**config.mk**
```make
export PLATFORM = sky130hd
export DESIGN_NAME = usb_trsac_ctrl
export DESIGN_NICKNAME = d
export VERILOG_FILES = /design/src/rtl/usb_trsac_pkg.sv /design/src/rtl/usb_trsac_ctrl.sv
export SDC_FILE = /design/constraint.sdc
export NUM_CORES = 1
export LEC_CHECK = 0
export CELL_PAD_IN_SITES_DETAIL_PLACEMENT = 0
export CELL_PAD_IN_SITES_GLOBAL_PLACEMENT = 1
export CORE_MARGIN = 2
export CORE_UTILIZATION = 26
export DETAILED_ROUTE_END_ITERATION = 8
export GPL_TIMING_DRIVEN = 0
export PLACE_DENSITY_LB_ADDON = 0.15
export SLEW_MARGIN = 15
export SYNTH_ARGS = -nofsm -noshare
export SYNTH_HDL_FRONTEND = slang
export SYNTH_SLANG_ARGS = --single-unit
```
**constraint.sdc**
```tcl
create_clock -name clk_4xrate -period 2 [get_ports clk_4xrate]
set_clock_uncertainty 0.2 [all_clocks]
set_input_delay 0.2 -clock clk_4xrate [delete_from_list [all_inputs] [get_ports clk_4xrate]]
set_output_delay 0.2 -clock clk_4xrate [all_outputs]
set_load 0.01 [all_outputs]
```
**src/rtl/usb_trsac_pkg.sv**
```systemverilog
// Shared encodings and the handshake reply decision for the device transaction sequencer.
package usb_trsac_pkg;

    localparam logic [1:0] REQ_NONE    = 2'b00;
    localparam logic [1:0] REQ_START   = 2'b01;
    localparam logic [1:0] REQ_SUCCESS = 2'b10;
    localparam logic [1:0] REQ_FAIL    = 2'b11;

    localparam logic [1:0] TYPE_OUT   = 2'b00;
    localparam logic [1:0] TYPE_IN    = 2'b01;
    localparam logic [1:0] TYPE_SETUP = 2'b10;
    localparam logic [1:0] TYPE_RSVD  = 2'b11;

    localparam logic [1:0] REPLY_ACK   = 2'b00;
    localparam logic [1:0] REPLY_NAK   = 2'b01;
    localparam logic [1:0] REPLY_STALL = 2'b10;

    typedef enum logic [2:0] {
        ST_IDLE    = 3'd0,
        ST_FILL    = 3'd1,
        ST_WAIT_IN = 3'd2,
        ST_DRAIN   = 3'd3,
        ST_FLUSH   = 3'd4
    } state_e;

    // Handshake for a token. SETUP can never be refused on an implemented endpoint,
    // even a halted one, because it is how the host clears the halt.
    function automatic logic [1:0] reply_decide(input logic       ep_impl,
                                                input logic [1:0] ttype,
                                                input logic       stall,
                                                input logic       in_ready,
                                                input logic       out_space);
        logic [1:0] r;
        if (!ep_impl) begin
            r = REPLY_STALL;
        end else if (ttype == TYPE_SETUP) begin
            r = REPLY_ACK;
        end else if (stall) begin
            r = REPLY_STALL;
        end else if (ttype == TYPE_IN) begin
            r = in_ready ? REPLY_ACK : REPLY_NAK;
        end else if (ttype == TYPE_OUT) begin
            r = out_space ? REPLY_ACK : REPLY_NAK;
        end else begin
            r = REPLY_STALL;
        end
        return r;
    endfunction

endpackage

```
**src/rtl/usb_trsac_ctrl.sv**
```systemverilog
// Device-side transaction sequencer: replies to core START requests, streams IN bytes from
// the application into tfifo, streams OUT/SETUP bytes from rfifo to the application, and
// reports one completion event per transaction.
module usb_trsac_ctrl
    import usb_trsac_pkg::*;
#(
    parameter int NEP = 4
) (
    input  logic           clk_4xrate,
    input  logic           rst1_sync,
    input  logic [1:0]     trsac_req,
    input  logic [3:0]     trsac_ep,
    input  logic [1:0]     trsac_type,
    output logic [1:0]     trsac_reply,
    output logic           rfifo_rd,
    input  logic           rfifo_empty,
    input  logic [7:0]     rfifo_rdata,
    output logic           tfifo_wr,
    input  logic           tfifo_full,
    output logic [7:0]     tfifo_wdata,
    input  logic [NEP-1:0] ep_stall,
    input  logic [NEP-1:0] ep_in_ready,
    input  logic [NEP-1:0] ep_out_space,
    input  logic [7:0]     tx_data,
    input  logic           tx_valid,
    input  logic           tx_last,
    input  logic           tx_zlp,
    output logic           tx_ready,
    output logic [7:0]     rx_data,
    output logic           rx_valid,
    input  logic           rx_ready,
    output logic           rx_commit,
    output logic           rx_abort,
    output logic [3:0]     cur_ep,
    output logic           ev_done,
    output logic [1:0]     ev_type,
    output logic           ev_ok
);

    state_e     state_q, state_d;
    logic [1:0] reply_q, reply_d;
    logic [3:0] cur_ep_q, cur_ep_d;
    logic [1:0] cur_type_q, cur_type_d;
    logic       succ_q, succ_d;        // core SUCCESS seen, waiting for rfifo to drain
    logic       pre_q, pre_d;          // FLUSH is clearing residue ahead of a new DRAIN
    logic       pend_q, pend_d;        // refused START whose event collided with an abort event
    logic [1:0] pend_type_q, pend_type_d;
    logic       ev_done_q, ev_done_d;
    logic       ev_ok_q, ev_ok_d;
    logic [1:0] ev_type_q, ev_type_d;
    logic       commit_q, commit_d;
    logic       abort_q, abort_d;

    logic [15:0] stall_x, in_ready_x, out_space_x;
    logic        ep_impl;
    logic [1:0]  reply_new;
    logic        busy, rx_phase, tx_last_acc;
    logic        is_start, is_succ, is_fail;

    assign stall_x     = 16'(ep_stall);
    assign in_ready_x  = 16'(ep_in_ready);
    assign out_space_x = 16'(ep_out_space);
    assign ep_impl     = (32'(trsac_ep) < NEP);
    assign reply_new   = reply_decide(ep_impl, trsac_type, stall_x[trsac_ep],
                                      in_ready_x[trsac_ep], out_space_x[trsac_ep]);

    assign is_start    = (trsac_req == REQ_START);
    assign is_succ     = (trsac_req == REQ_SUCCESS);
    assign is_fail     = (trsac_req == REQ_FAIL);
    assign busy        = (state_q != ST_IDLE);
    assign rx_phase    = (state_q == ST_DRAIN) || (state_q == ST_FLUSH);
    assign tx_last_acc = tx_valid && tx_ready && tx_last;

    // State and registered outputs; data paths are pure pass-through and need no reset.
    always_ff @(posedge clk_4xrate) begin
        if (rst1_sync) begin
            state_q     <= ST_IDLE;
            reply_q     <= REPLY_NAK;
            cur_ep_q    <= 4'd0;
            cur_type_q  <= 2'd0;
            succ_q      <= 1'b0;
            pre_q       <= 1'b0;
            pend_q      <= 1'b0;
            pend_type_q <= 2'd0;
            ev_done_q   <= 1'b0;
            ev_ok_q     <= 1'b0;
            ev_type_q   <= 2'd0;
            commit_q    <= 1'b0;
            abort_q     <= 1'b0;
        end else begin
            state_q     <= state_d;
            reply_q     <= reply_d;
            cur_ep_q    <= cur_ep_d;
            cur_type_q  <= cur_type_d;
            succ_q      <= succ_d;
            pre_q       <= pre_d;
            pend_q      <= pend_d;
            pend_type_q <= pend_type_d;
            ev_done_q   <= ev_done_d;
            ev_ok_q     <= ev_ok_d;
            ev_type_q   <= ev_type_d;
            commit_q    <= commit_d;
            abort_q     <= abort_d;
        end
    end

    // Next state, reply and completion events for the following cycle.
    always_comb begin
        state_d     = state_q;
        reply_d     = reply_q;
        cur_ep_d    = cur_ep_q;
        cur_type_d  = cur_type_q;
        succ_d      = succ_q;
        pre_d       = pre_q;
        pend_d      = 1'b0;
        pend_type_d = pend_type_q;
        ev_done_d   = 1'b0;
        ev_ok_d     = 1'b0;
        ev_type_d   = ev_type_q;
        commit_d    = 1'b0;
        abort_d     = 1'b0;

        if (pend_q) begin
            ev_done_d = 1'b1;
            ev_type_d = pend_type_q;
        end

        if (is_start) begin
            reply_d    = reply_new;
            cur_ep_d   = trsac_ep;
            cur_type_d = trsac_type;
            succ_d     = 1'b0;
            pre_d      = 1'b0;
            // A new token preempts whatever is in flight; the old one completes as failed.
            if (busy) begin
                ev_done_d = 1'b1;
                ev_type_d = cur_type_q;
                abort_d   = rx_phase;
            end
            if (reply_new == REPLY_ACK) begin
                if (trsac_type == TYPE_IN) begin
                    state_d = ST_FILL;
                end else if (rx_phase) begin
                    // Bytes of the preempted packet may still sit in rfifo.
                    state_d = ST_FLUSH;
                    pre_d   = 1'b1;
                end else begin
                    state_d = ST_DRAIN;
                end
            end else begin
                state_d = ST_IDLE;
                // Only one ev_done per cycle: defer this one if the slot is taken.
                if (busy || pend_q) begin
                    pend_d      = 1'b1;
                    pend_type_d = trsac_type;
                end else begin
                    ev_done_d = 1'b1;
                    ev_type_d = trsac_type;
                end
            end
        end else begin
            case (state_q)
                ST_FILL: begin
                    if (is_succ || is_fail) begin
                        ev_done_d = 1'b1;
                        ev_type_d = cur_type_q;
                        state_d   = ST_IDLE;
                    end else if (tx_last_acc) begin
                        state_d = ST_WAIT_IN;
                    end
                end
                ST_WAIT_IN: begin
                    if (is_succ || is_fail) begin
                        ev_done_d = 1'b1;
                        ev_ok_d   = is_succ;
                        ev_type_d = cur_type_q;
                        state_d   = ST_IDLE;
                    end
                end
                ST_DRAIN: begin
                    if (is_fail) begin
                        state_d = ST_FLUSH;
                        succ_d  = 1'b0;
                    end else if ((succ_q || is_succ) && rfifo_empty) begin
                        commit_d  = 1'b1;
                        ev_done_d = 1'b1;
                        ev_ok_d   = 1'b1;
                        ev_type_d = cur_type_q;
                        succ_d    = 1'b0;
                        state_d   = ST_IDLE;
                    end else if (is_succ) begin
                        succ_d = 1'b1;
                    end
                end
                ST_FLUSH: begin
                    if (pre_q && is_succ) begin
                        succ_d = 1'b1;
                    end
                    if (rfifo_empty) begin
                        pre_d = 1'b0;
                        if (pre_q && !is_fail) begin
                            state_d = ST_DRAIN;
                        end else begin
                            abort_d   = 1'b1;
                            ev_done_d = 1'b1;
                            ev_type_d = cur_type_q;
                            succ_d    = 1'b0;
                            state_d   = ST_IDLE;
                        end
                    end else if (pre_q && is_fail) begin
                        pre_d  = 1'b0;
                        succ_d = 1'b0;
                    end
                end
                default: ;
            endcase
        end
    end

    // Stream handshakes, decoded directly from the current state.
    always_comb begin
        tx_ready = (state_q == ST_FILL) && !tfifo_full;
        tfifo_wr = tx_valid && tx_ready && !tx_zlp;
        rx_valid = (state_q == ST_DRAIN) && !rfifo_empty;
        rfifo_rd = (rx_valid && rx_ready) || ((state_q == ST_FLUSH) && !rfifo_empty);
    end

    assign tfifo_wdata = tx_data;
    assign rx_data     = rfifo_rdata;
    assign trsac_reply = reply_q;
    assign cur_ep      = cur_ep_q;
    assign ev_done     = ev_done_q;
    assign ev_ok       = ev_ok_q;
    assign ev_type     = ev_type_q;
    assign rx_commit   = commit_q;
    assign rx_abort    = abort_q;

endmodule

```
==> results of run 1 <==
metal layers:
metal | up-vias | wire (um)
li1 | 824 | -
met1 | 739 | 1967
met2 | 75 | 2162
met3 | 5 | 331
met4 | 0 | 73
met5 | - | 0
report_power, final:
part | internal, mW | switching, mW
clock | 0.176 | 0.153
combinational | 0.202 | 0.167
sequential | 0.455 | 0.00946
path summary, 6_finish.rpt:
kind,startpoint,depth (start not counted),end,slack (ns)
setup / recovery,state_q[1],6,ev_type[1],0.07
setup reg to reg,state_q[1],6,ev_type[1],0.07
hold reg to reg,cur_ep[0],2,cur_ep[0],0.26
hold / removal,trsac_type[1],3,cur_type_q[1],0.04
layout by cell type (no fill, tap or decap), drive strengths merged, types with 2 or more instances in the layout:
master,synthesis,final
dfxtp,22,22
nor4b,2,2
dlygate4sd2,0,6
clkdlybuf4s15,0,2
o22ai,4,4
inv,2,2
a2111oi,3,3
nor2,13,13
buf,24,34
clkdlybuf4s50,0,45
nand2b,5,5
nor3,4,4
o22a,2,2
mux2,7,7
a21oi,13,13
nand3,3,3
mux2i,7,7
nand2,25,25
a31oi,3,3
dlygate4sd3,0,2
a311o,2,2
clkbuf,5,7
nor3b,5,5
or2,3,3
o21ai,6,6
o21a,2,2
nor2b,4,4
o221ai,2,2
o211ai,2,2
nand3b,2,2
worst max-delay path, cell delays in order (launching register included):
cell	delay [ns]
sky130_fd_sc_hd__dfxtp_1	0.30
sky130_fd_sc_hd__buf_4	0.18
sky130_fd_sc_hd__nand4bb_4	0.24
sky130_fd_sc_hd__a21oi_4	0.16
sky130_fd_sc_hd__a311o_1	0.23
sky130_fd_sc_hd__mux2_2	0.37
sky130_fd_sc_hd__a31oi_2	0.18
flip-flops by register name (all words and copies together), names as in the netlist, 2 cells and up:
name and count:
cur_ep 4, cur_type_q 2, ev_type 2, pend_type_q 2, state_q 3, trsac_reply 2
cell families (layout without fill, tap and decap cells):
kind of cell	Yosys count	count (layout)	synth area share (%)
and+or+nand+nor	72	72	23.82
AOI/OAI and AO/OA	50	50	24.29
buffers and inverters	32	100	12.89
DFF	22	22	27.67
muxes	15	15	10.77
xor gates and xnor gates	1	1	0.5504
synthesized netlist by cell type, types with 3 or more instances:
library cell,n
sky130_fd_sc_hd__nor2b_1,4
sky130_fd_sc_hd__buf_4,17
sky130_fd_sc_hd__a31oi_1,3
sky130_fd_sc_hd__a21oi_1,12
sky130_fd_sc_hd__nand2b_1,5
sky130_fd_sc_hd__buf_2,5
sky130_fd_sc_hd__mux2_2,7
sky130_fd_sc_hd__o22ai_1,4
sky130_fd_sc_hd__nor2_1,13
sky130_fd_sc_hd__or2_2,3
sky130_fd_sc_hd__o21ai_0,6
sky130_fd_sc_hd__nand3_1,3
sky130_fd_sc_hd__mux2i_1,7
sky130_fd_sc_hd__dfxtp_1,22
sky130_fd_sc_hd__nor3b_1,4
sky130_fd_sc_hd__nand2_1,25
sky130_fd_sc_hd__nor3_1,4
sky130_fd_sc_hd__clkbuf_1,5
stage by stage:
stage                     setup WS [ns]  util (%)  cells  hold WS [ns]  setup TNS (ns)
after CTS                      0.001191     40.51    332       0.04240               0
after detailed placement        -0.4972     37.60    321        0.2488          -6.139
after floorplan                 0.01738         -    192       0.06625               0
final                           0.06889     42.31    335       0.04064               0
after global routing          -0.009562     42.31    335       0.05473       -0.009562
after global placement          -0.5441     37.60    321        0.2448          -6.486
what timing repair did:
action	4_1_cts	5_1_grt
cloned	0	0
pin swaps	2	5
buffers inserted	5	4
setup endpoints to repair	15	16
hold buffers	2	0
resized for setup	25	21
hold endpoints to repair	2	0
layout make-up:
| class | instances | share of cell area (%) |
|---|---|---|
| clock buffer | 4 | 2.198 |
| timing repair buffer | 65 | 24.88 |
| sequential | 22 | 17.73 |
| tap | 75 | 3.746 |
| multi-input combinational | 138 | 42.56 |
| buffer | 28 | 8.442 |
| inverter | 3 | 0.4496 |
==> parameters.txt, run 1 <==
Parameter                              Value

Run status
  Status    finished, final reports clean

Clocking
  Number of clock sinks    22
  H-tree depth    1
  Root buf cell    sky130_fd_sc_hd__clkbuf_8
  CTS tree    built
  CTS Buf Count    3
  Clock-pin slew on the worst setup and hold paths    0.08 ns
  Maximum count of clock buffers along a single path    2
  Clk_lat worst skew    0.27 ns

Logic synthesis
  Post-synthesis sequential element count    22
  Number of library cell types mapped by synthesis    52
  Netlist Area Pre-Place    0.001592 mm2
  Syn Area/Cell    between 8 and 9 um2
  Cell type with the largest total area after synthesis    sky130_fd_sc_hd__dfxtp_1
  Syn nets    roughly 240
  Cell types with the largest area share after synthesis    sky130_fd_sc_hd__dfxtp_1, sky130_fd_sc_hd__buf_4, sky130_fd_sc_hd__nand2_1
  Share of the yosys chip area belonging to registers    27.67%
  Post-synthesis async set-or-reset flop share    0%
  Yosys warnings    0
  Top cell type's share of synthesized area    27.67%
  Post-synth top flop    sky130_fd_sc_hd__dfxtp_1
  Number of synthesized flops with an enable pin    0
  Cell count after synthesis    192

Setup path
  Arrival @ worst endpoint    1.93 ns
  Critical path class    reg -> reg
  Startpoint types    register
  Maximum fanout count along the critical path    9
  Endpoint type of the worst setup path    register
  Data required, critical path    2.00 ns

Detailed routing
  Iteration-0 DRC count of the detailed router    between 70 and 80
  Vias per cell    4.904
  DRC violation count after routing    0
  Total number of vias    1643
  TritonRoute pass-1 iters    4
  Total Routed Length    4.534 mm
  Remaining number of nets flagged by the antenna check after routing    0
  Wire length per cell after detailed routing    13.53 um

STA
  Unrepaired setup endpoints after global routing    yes
  Setup-failing EPs final    0
  Final hold violation count    0
  Worst-case headroom to the max-slew limit    66.81%
  Max Clk Rate    517.8 MHz
  Final count of pins violating max slew    0
  Final critical-path share of the clock period    96.56%
  Worst slew pin tran    0.4951 ns
  Clock period minus final worst setup slack    a little under 2 ns

Global routing
  Met1 layer usage reported by global route    18.13%
  Maximum number of pins on one net before global-route repair    13
  Met2 Usage GRT    21.53%
  Antenna violations before repair    0
  Total gr overflow    0
  GR Util met3    1.630%
  First-pass GRT wire length    6.962 mm
  Most congested layer reported by global routing    met2
  Overall routing resource usage    around an eighth
  Via count of the first global-routing pass    1440

Final layout
  Register area    444.2 um2
  Synth-to-Final Area Change    57.39%
  Proportion of layout cells with a drive suffix above 1    26.92%
  Fin area    0.002505 mm2
  Area occupied by multi-input gates    0.001066 mm2
  Number of diodes added for antenna fixing    0
  Number of nets at the end of the flow    305
  Filler cells    596

Floorplan
  Area inside the core boundary    0.005921 mm2
  Overall die area    between 0.006 and 0.007 mm2
  Placement row count    28
  Initial Utilization    26.88%
  I/O pin count    76
  Die W    slightly above 80 um
  Die height    82.24 um

Placed design
  Placed Area    0.002226 mm2
  Final weighted congestion in routability-driven placement    0.7786
  Port Buffer Count    54
  Post-detailed-placement half-perimeter wirelength    3.320 mm

Pwr
  Static Leak    0.9155 nW
  Total power    1.164 mW
  Power density relative to cell area    464.6 mW/mm2
  Worst IR drop on VDD    0.0002690 V

Worst hold path
  Min-delay worst type    in -> reg

Job
  Max-cap violations    0
No activity file was read; power rests on OpenSTA's default activity.
==> run 2, diff against run 1 <==
--- a/config.mk
+++ b/config.mk
@@ -11,7 +11,7 @@
 export CORE_UTILIZATION = 26
 export DETAILED_ROUTE_END_ITERATION = 8
 export GPL_TIMING_DRIVEN = 0
-export PLACE_DENSITY_LB_ADDON = 0.15
+export PLACE_DENSITY_LB_ADDON = 0.1
 export SLEW_MARGIN = 15
 export SYNTH_ARGS = -nofsm -noshare
 export SYNTH_HDL_FRONTEND = slang
==> run 2 against run 1 <==
Final cell count grew 0.30%. Sequential power is essentially flat. Global-route usage grew 0.33 points. Via count shrank 0.18%. Clock-buffer cell count shrank 1. Critical path depth grew 1. First-iteration DRC count shrank 25%. Clock power grew 29%. Die area is the same. Sequential share of layout area grew 0.12 points. Hold slack gained 0.011 ns. Register-to-register slack lost 0.02 ns. Largest cell class unchanged. Largest power group unchanged. Highest routed layer unchanged.
==> parameters.txt, run 2 (synthesis gave the netlist of run 1 again) <==
Parameter                              Value

STA
  Worst-case headroom to the max-slew limit    65.44% (was 66.81%)
  Final hold violation count    0 (unchanged)
  Final count of pins violating max slew    0 (unchanged)
  Clock period minus final worst setup slack    1.954 ns (was 1.931 ns)
  Hold Worst Slack    0.05185 ns (was 0.04064 ns)
  Setup-failing EPs final    0 (unchanged)
  Worst slew pin tran    0.5157 ns (was 0.4951 ns)
  Final critical-path share of the clock period    97.72% (was 96.56%)
  Max Clk Rate    511.7 MHz (was 517.8 MHz)
  Total Negative Setup Slacks    0 ns (unchanged)
  Unrepaired setup endpoints after global routing    yes (unchanged)

Pwr
  Worst IR drop on VDD    0.0003626 V (was 0.0002690 V)
  Sequential share of power    37.2% (was 39.9%)
  Total power    1.250 mW (was 1.164 mW)
  Share of power burned in combinational logic    28.8% (was 31.8%)
  Power density relative to cell area    502.6 mW/mm2 (was 464.6 mW/mm2)
  P_sw    331.1 uW (was 330.4 uW)
  Share of power burned in the clock network    34.0% (was 28.3%)
  Static Leak    0.9154 nW (was 0.9155 nW)
  Internal power of the cells    919.1 uW (was 833.3 uW)
  Proportion of total power due to net switching    26.48% (was 28.39%)

Clocking
  H-tree depth    1 (unchanged)
  Root buf cell    sky130_fd_sc_hd__clkbuf_8 (unchanged)
  Number of clock sinks    22 (unchanged)
  Maximum count of clock buffers along a single path    2 (unchanged)
  Clock-pin slew on the worst setup and hold paths    0.08 ns (about the same)
  Clk_lat worst skew    0.27 ns (about the same)
  CTS tree    built (unchanged)
  CTS Buf Count    3 (unchanged)

Detailed routing
  Vias per cell    4.881 (was 4.904)
  Iteration-0 DRC count of the detailed router    58 (was 77)
  TritonRoute pass-1 iters    4 (unchanged)
  DRC violation count after routing    0 (unchanged)
  Total number of vias    1640 (was 1643)
  Remaining number of nets flagged by the antenna check after routing    0 (unchanged)
  Total Routed Length    4.689 mm (was 4.534 mm)
  Wire length per cell after detailed routing    13.96 um (was 13.53 um)

Final layout
  Area occupied by multi-input gates    0.001035 mm2 (was 0.001066 mm2)
  Filler cells    615 (was 596)
  Number of nets at the end of the flow    306 (was 305)
  Proportion of layout cells with a drive suffix above 1    26.44% (was 26.92%)
  Leading cell type in the layout, fill and taps excluded    sky130_fd_sc_hd__clkdlybuf4s50_1 (unchanged)
  Synth-to-Final Area Change    56.29% (was 57.39%)
  Number of flip-flops in the largest register    4 (unchanged)
  Register area    444.2 um2 (unchanged)
  Number of diodes added for antenna fixing    0 (unchanged)
  Leading cell types in the layout, fill and taps excluded    sky130_fd_sc_hd__clkdlybuf4s50_1, sky130_fd_sc_hd__buf_4, sky130_fd_sc_hd__nand2_1, sky130_fd_sc_hd__dfxtp_1, sky130_fd_sc_hd__nor2_1 (unchanged)

Global routing
  Via count of the first global-routing pass    1552 (was 1440)
  Overall routing resource usage    13.68% (was 13.35%)
  Antenna violations before repair    0 (unchanged)
  First-pass GRT wire length    7.155 mm (was 6.962 mm)
  Total gr overflow    0 (unchanged)
  Maximum number of pins on one net before global-route repair    14 (was 13)

Floorplan
  Die W    82.24 um (unchanged)
  Area inside the core boundary    0.005921 mm2 (unchanged)
  I/O pin count    76 (unchanged)
  Initial Utilization    26.88% (unchanged)
  Die height    82.24 um (unchanged)
  Placement row count    28 (unchanged)
  Overall die area    0.006763 mm2 (unchanged)

Run status
  Status    finished, final reports clean (unchanged)

Placed design
  Port Buffer Count    54 (unchanged)
  Post-detailed-placement half-perimeter wirelength    3.507 mm (was 3.320 mm)
  Final weighted congestion in routability-driven placement    0.8148 (was 0.7786)

Setup path
  Maximum fanout count along the critical path    9 (unchanged)
  Arrival @ worst endpoint    1.89 ns (was 1.93 ns)
  Startpoint types    register (unchanged)
  Critical path class    reg -> reg (unchanged)
  Endpoint type of the worst setup path    register (unchanged)
  Worst r2r path cells    7 (was 6)
  Data required, critical path    1.94 ns (was 2.00 ns)

Worst hold path
  Hold Path Cell Cnt    3 (unchanged)
  Min-delay worst type    in -> reg (unchanged)

Job
  Max-cap violations    0 (unchanged)
==> run 2: cell types whose count changed in the layout (fill, tap and decap cells not counted), sizes merged <==
cell	change
dlygate4sd2	+2
buf	-1
bufinv	+1
clkdlybuf4s15	-2
clkbuf	+1
==> run 2: path summary, 6_finish.rpt <==
path	slack, ns	end	start
setup / recovery	0.05	state_q[1]	state_q[1]
hold / removal	0.05	cur_type_q[1]	trsac_type[1]
setup reg to reg	0.05	state_q[1]	state_q[1]
hold reg to reg	0.26	cur_ep[0]	cur_ep[0]
==> run 2: what timing repair did <==
item                                    4_1_cts  5_1_grt
hold endpoints to repair                      2        0
resized for setup                            25       12
pin swaps                                     2        1
hold buffers                                  2        0
endpoints found under the setup margin       15        8
buffers inserted                              5        4
==> run 2: layout make-up <==
type                            instances  area share [%]
Timing Repair Buffer                   65           24.95
Inverter                                3          0.4527
Clock inverter                          1           1.207
Clock buffer                            3           1.660
Sequential cell                        22           17.86
Tap cell                               75           3.773
Multi-Input combinational cell        138           41.60
Buffer                                 29           8.501
==> run 2: per-stage QoR <==
step / instance area (um2) / setup WS, ns / cells / utilization (%)
5_1_grt: 2487 / -0.06612 / 336 / 42.01
4_1_cts: 2410 / -0.003263 / 332 / 40.70
3_5_place_dp: 2226 / -0.4875 / 321 / 37.60
6_report: 2487 / 0.04569 / 336 / 42.01
2_1_floorplan: 1592 / 0.01738 / 192 / -
3_3_place_gp: 2226 / -0.5179 / 321 / 37.60
==> run 2: routing by layer <==
| layer | global-route usage (%) | wire [um] | vias up |
|---|---|---|---|
| li1 | - | - | 827 |
| met1 | 16.73 | 2028 | 752 |
| met2 | 24.44 | 2345 | 57 |
| met3 | 2.609 | 284 | 4 |
| met4 | 3.500 | 31 | 0 |
| met5 | 0 | 0 | - |
==> run 2: worst max-delay path, cell delays in order (launching register included) <==
cell and delay (ns):
sky130_fd_sc_hd__dfxtp_1 0.30, sky130_fd_sc_hd__clkbuf_4 0.19, sky130_fd_sc_hd__nor4b_4 0.32, sky130_fd_sc_hd__buf_4 0.16, sky130_fd_sc_hd__a311o_1 0.17, sky130_fd_sc_hd__o311ai_2 0.19, sky130_fd_sc_hd__a41oi_2 0.23, sky130_fd_sc_hd__a221oi_2 0.07
==> run 2: power groups by stage <==
| stage | clock (mW) | sequential [mW] | combinational [mW] |
|---|---|---|---|
| floorplan | 0 | 0.480 | 0.190 |
| global placement | 0 | 0.476 | 0.342 |
| detailed placement | 0 | 0.477 | 0.339 |
| CTS | 0.438 | 0.465 | 0.353 |
| global route | 0.461 | 0.468 | 0.390 |
| finish | 0.425 | 0.465 | 0.360 |
==> run 3, diff against run 2 <==
--- a/config.mk
+++ b/config.mk
@@ -8,7 +8,7 @@
 export CELL_PAD_IN_SITES_DETAIL_PLACEMENT = 0
 export CELL_PAD_IN_SITES_GLOBAL_PLACEMENT = 1
 export CORE_MARGIN = 2
-export CORE_UTILIZATION = 26
+export CORE_UTILIZATION = 29
 export DETAILED_ROUTE_END_ITERATION = 8
 export GPL_TIMING_DRIVEN = 0
 export PLACE_DENSITY_LB_ADDON = 0.1
==> constraint.sdc (replaced) <==
create_clock -name clk_4xrate -period 1.8 [get_ports clk_4xrate]
set_clock_uncertainty 0.2 [all_clocks]
set_input_delay 0.18 -clock clk_4xrate [delete_from_list [all_inputs] [get_ports clk_4xrate]]
set_output_delay 0.18 -clock clk_4xrate [all_outputs]
set_load 0.01 [all_outputs]
==> run 3 against run 2 <==
Hold slack lost 0.034 ns. Die area shrank 9.9%. Non-clock buffer count grew 13. Via count grew 6.7%. Maximum frequency grew 0.96%. Final cell count grew 2.4%. Sequential power grew 11%. The run now ends with negative setup slack left. Global-route usage grew 2.3 points. Sequential share of layout area shrank 1.0 points. Combinational power grew 21%. Largest power group unchanged. Highest routed layer unchanged.
==> parameters.txt, run 3 (synthesis gave the netlist of run 1 again) <==
Parameter                              Value

Pwr
  Worst IR drop on VDD    0.0002798 V (was 0.0003626 V)
  Sequential share of power    36.3% (was 37.2%)
  Internal power of the cells    1.045 mW (was 919.1 uW)
  Share of power burned in the clock network    33.0% (was 34.0%)
  Power density relative to cell area    538.9 mW/mm2 (was 502.6 mW/mm2)
  Static Leak    0.9930 nW (was 0.9154 nW)
  Share of power burned in combinational logic    30.7% (was 28.8%)
  P_sw    379.4 uW (was 331.1 uW)
  Proportion of total power due to net switching    26.64% (was 26.48%)

Global routing
  Total gr overflow    0 (unchanged)
  First-pass GRT wire length    7.997 mm (was 7.155 mm)
  Via count of the first global-routing pass    1672 (was 1552)
  Antenna violations before repair    0 (unchanged)
  Maximum number of pins on one net before global-route repair    14 (unchanged)
  Overall routing resource usage    16.03% (was 13.68%)

Setup path
  Critical-path top delay cell    sky130_fd_sc_hd__dfxtp_2 (was sky130_fd_sc_hd__nor4b_4)
  Arrival @ worst endpoint    1.92 ns (was 1.89 ns)
  Startpoint types    register (unchanged)
  Data required, critical path    1.79 ns (was 1.94 ns)
  Cell Chain, Critical Path    buf_6, nor4b_4, buf_4, buf_6, a311o_1, o311ai_4, a41oi_2, a221oi_2 (was clkbuf_4, nor4b_4, buf_4, a311o_1, o311ai_2, a41oi_2, a221oi_2)
  Endpoint type of the worst setup path    register (unchanged)
  Most used cell along the critical path    sky130_fd_sc_hd__buf_6
  Critical path class    reg -> reg (unchanged)
  Delay of the slowest critical-path stage    0.34 ns (was 0.32 ns)
  Maximum fanout count along the critical path    6 (was 9)

Detailed routing
  Remaining number of nets flagged by the antenna check after routing    0 (unchanged)
  Total Routed Length    4.795 mm (was 4.689 mm)
  Total number of vias    1750 (was 1640)
  DRC violation count after routing    0 (unchanged)
  Iteration-0 DRC count of the detailed router    98 (was 58)
  Vias per cell    5.087 (was 4.881)
  Wire length per cell after detailed routing    13.94 um (was 13.96 um)
  TritonRoute pass-1 iters    4 (unchanged)

STA
  Setup-failing EPs final    9 (was 0)
  Setup slack of the critical path after layout    -0.1357 ns (was 0.04569 ns)
  Max Clk Rate    516.6 MHz (was 511.7 MHz)
  Clock period minus final worst setup slack    1.936 ns (was 1.954 ns)
  Worst slew pin tran    0.4934 ns (was 0.5157 ns)
  Worst-case headroom to the max-slew limit    67.05% (was 65.44%)
  Final count of pins violating max slew    0 (unchanged)
  Final critical-path share of the clock period    107.5% (was 97.72%)
  Final hold violation count    0 (unchanged)
  Unrepaired setup endpoints after global routing    yes (unchanged)

Final layout
  Post-layout util    50.77% (was 42.01%)
  Number of flip-flops in the largest register    4 (unchanged)
  Synth-to-Final Area Change    66.04% (was 56.29%)
  Leading cell type in the layout, fill and taps excluded    sky130_fd_sc_hd__clkdlybuf4s50_1 (unchanged)
  Number of diodes added for antenna fixing    0 (unchanged)
  Layout Cells excl Fill    344 (was 336)
  Proportion of layout cells with a drive suffix above 1    36.86% (was 26.44%)
  Number of nets at the end of the flow    319 (was 306)
  Leading cell types in the layout, fill and taps excluded    sky130_fd_sc_hd__clkdlybuf4s50_1, sky130_fd_sc_hd__buf_4, sky130_fd_sc_hd__nand2_1, sky130_fd_sc_hd__dfxtp_1, sky130_fd_sc_hd__nor2_1 (unchanged)

Placed design
  Post-detailed-placement half-perimeter wirelength    3.400 mm (was 3.507 mm)
  Placed Cells    316 (was 321)
  Port Buffer Count    54 (unchanged)
  Final weighted congestion in routability-driven placement    0.7184 (was 0.8148)

Worst hold path
  Min-delay worst type    in -> reg (unchanged)

Floorplan
  Placement row count    26 (was 28)
  Die height    78.08 um (was 82.24 um)
  Overall die area    0.006096 mm2 (was 0.006763 mm2)
  Initial Utilization    30.58% (was 26.88%)
  Area inside the core boundary    0.005205 mm2 (was 0.005921 mm2)
  I/O pin count    76 (unchanged)
  Die W    78.08 um (was 82.24 um)

Clocking
  Clock-pin slew on the worst setup and hold paths    0.09 ns (was 0.08 ns)
  Root buf cell    sky130_fd_sc_hd__clkbuf_8 (unchanged)
  CTS tree    built (unchanged)
  Clk_lat worst skew    0.27 ns (about the same)
  Number of clock sinks    22 (unchanged)
  CTS Buf Count    3 (unchanged)
  Maximum count of clock buffers along a single path    2 (unchanged)
  H-tree depth    1 (unchanged)

Run status
  Failing checks    negative setup slack
  Status    complete, but fails checks (was finished, final reports clean)

Job
  Max-cap violations    0 (unchanged)
run 3: area by class of cell:
type | count | area [um2]
multi-input cells | 138 | 1096
repair buffers | 79 | 703.2
inverters | 3 | 11.26
plain buffers | 28 | 227.7
flip-flops and latches | 22 | 445.4
fillers | 522 | 2562
well taps | 70 | 87.58
clock buffers | 3 | 41.29
clock inverters | 1 | 30.03
run 3: power by group through the flow:
stage               Combinational (mW)  Sequential, mW  Clock (mW)
floorplan                        0.221           0.534           0
global placement                 0.387           0.529           0
detailed placement               0.384           0.529           0
CTS                              0.414           0.517       0.478
global route                     0.475           0.520       0.503
finish                           0.437           0.517       0.470
run 3: worst max-delay path: cells and delay by family (launching register included):
| kind | cells | cell delay, ns |
|---|---|---|
| AO/OA/AOI/OAI | 4 | 0.82 |
| buffers and inverters | 3 | 0.37 |
| flip-flops | 1 | 0.34 |
| AND/OR/NAND/NOR | 1 | 0.13 |
run 3: what timing repair did:
| action | in CTS | in global routing |
|---|---|---|
| pin swaps | 10 | 13 |
| hold endpoints to repair | 2 | 0 |
| setup endpoints to repair | 24 | 22 |
| buffers inserted | 11 | 13 |
| gates resized for setup | 55 | 19 |
| hold buffers | 2 | 0 |
run 3: routing by layer:
metal	up-vias	track usage, %	share of wire (%)
met3	8	3.448	8.0
met2	75	26.55	47
met5	-	0	0
li1	853	-	-
met4	0	4.386	1.2
met1	814	21.07	44
run 3: path summary, 6_finish.rpt:
check / startpoint / to / slack, ns / depth (start not counted)
worst min register to register: cur_ep[1] / cur_ep[1] / 0.26 / 2
worst max-delay path: state_q[0] / state_q[1] / -0.14 / 8
worst min-delay path: trsac_type[1] / cur_type_q[1] / 0.02 / 3
worst max register to register: state_q[0] / state_q[1] / -0.14 / 8
run 3: through the flow:
step                instance area, um2  setup slack (ns)  hold slack, ns  setup TNS, ns  power, mW
finish                            2643           -0.1357         0.01770        -0.6768      1.424
global route                      2643           -0.2255         0.03024         -1.532      1.498
CTS                               2500           -0.1417        0.009587        -0.7156      1.410
detailed placement                2260           -0.6695          0.2524         -9.651     0.9133
global placement                  2260           -0.7158          0.2492         -9.921     0.9156
floorplan                         1632          -0.06909         0.04625        -0.3099     0.7543
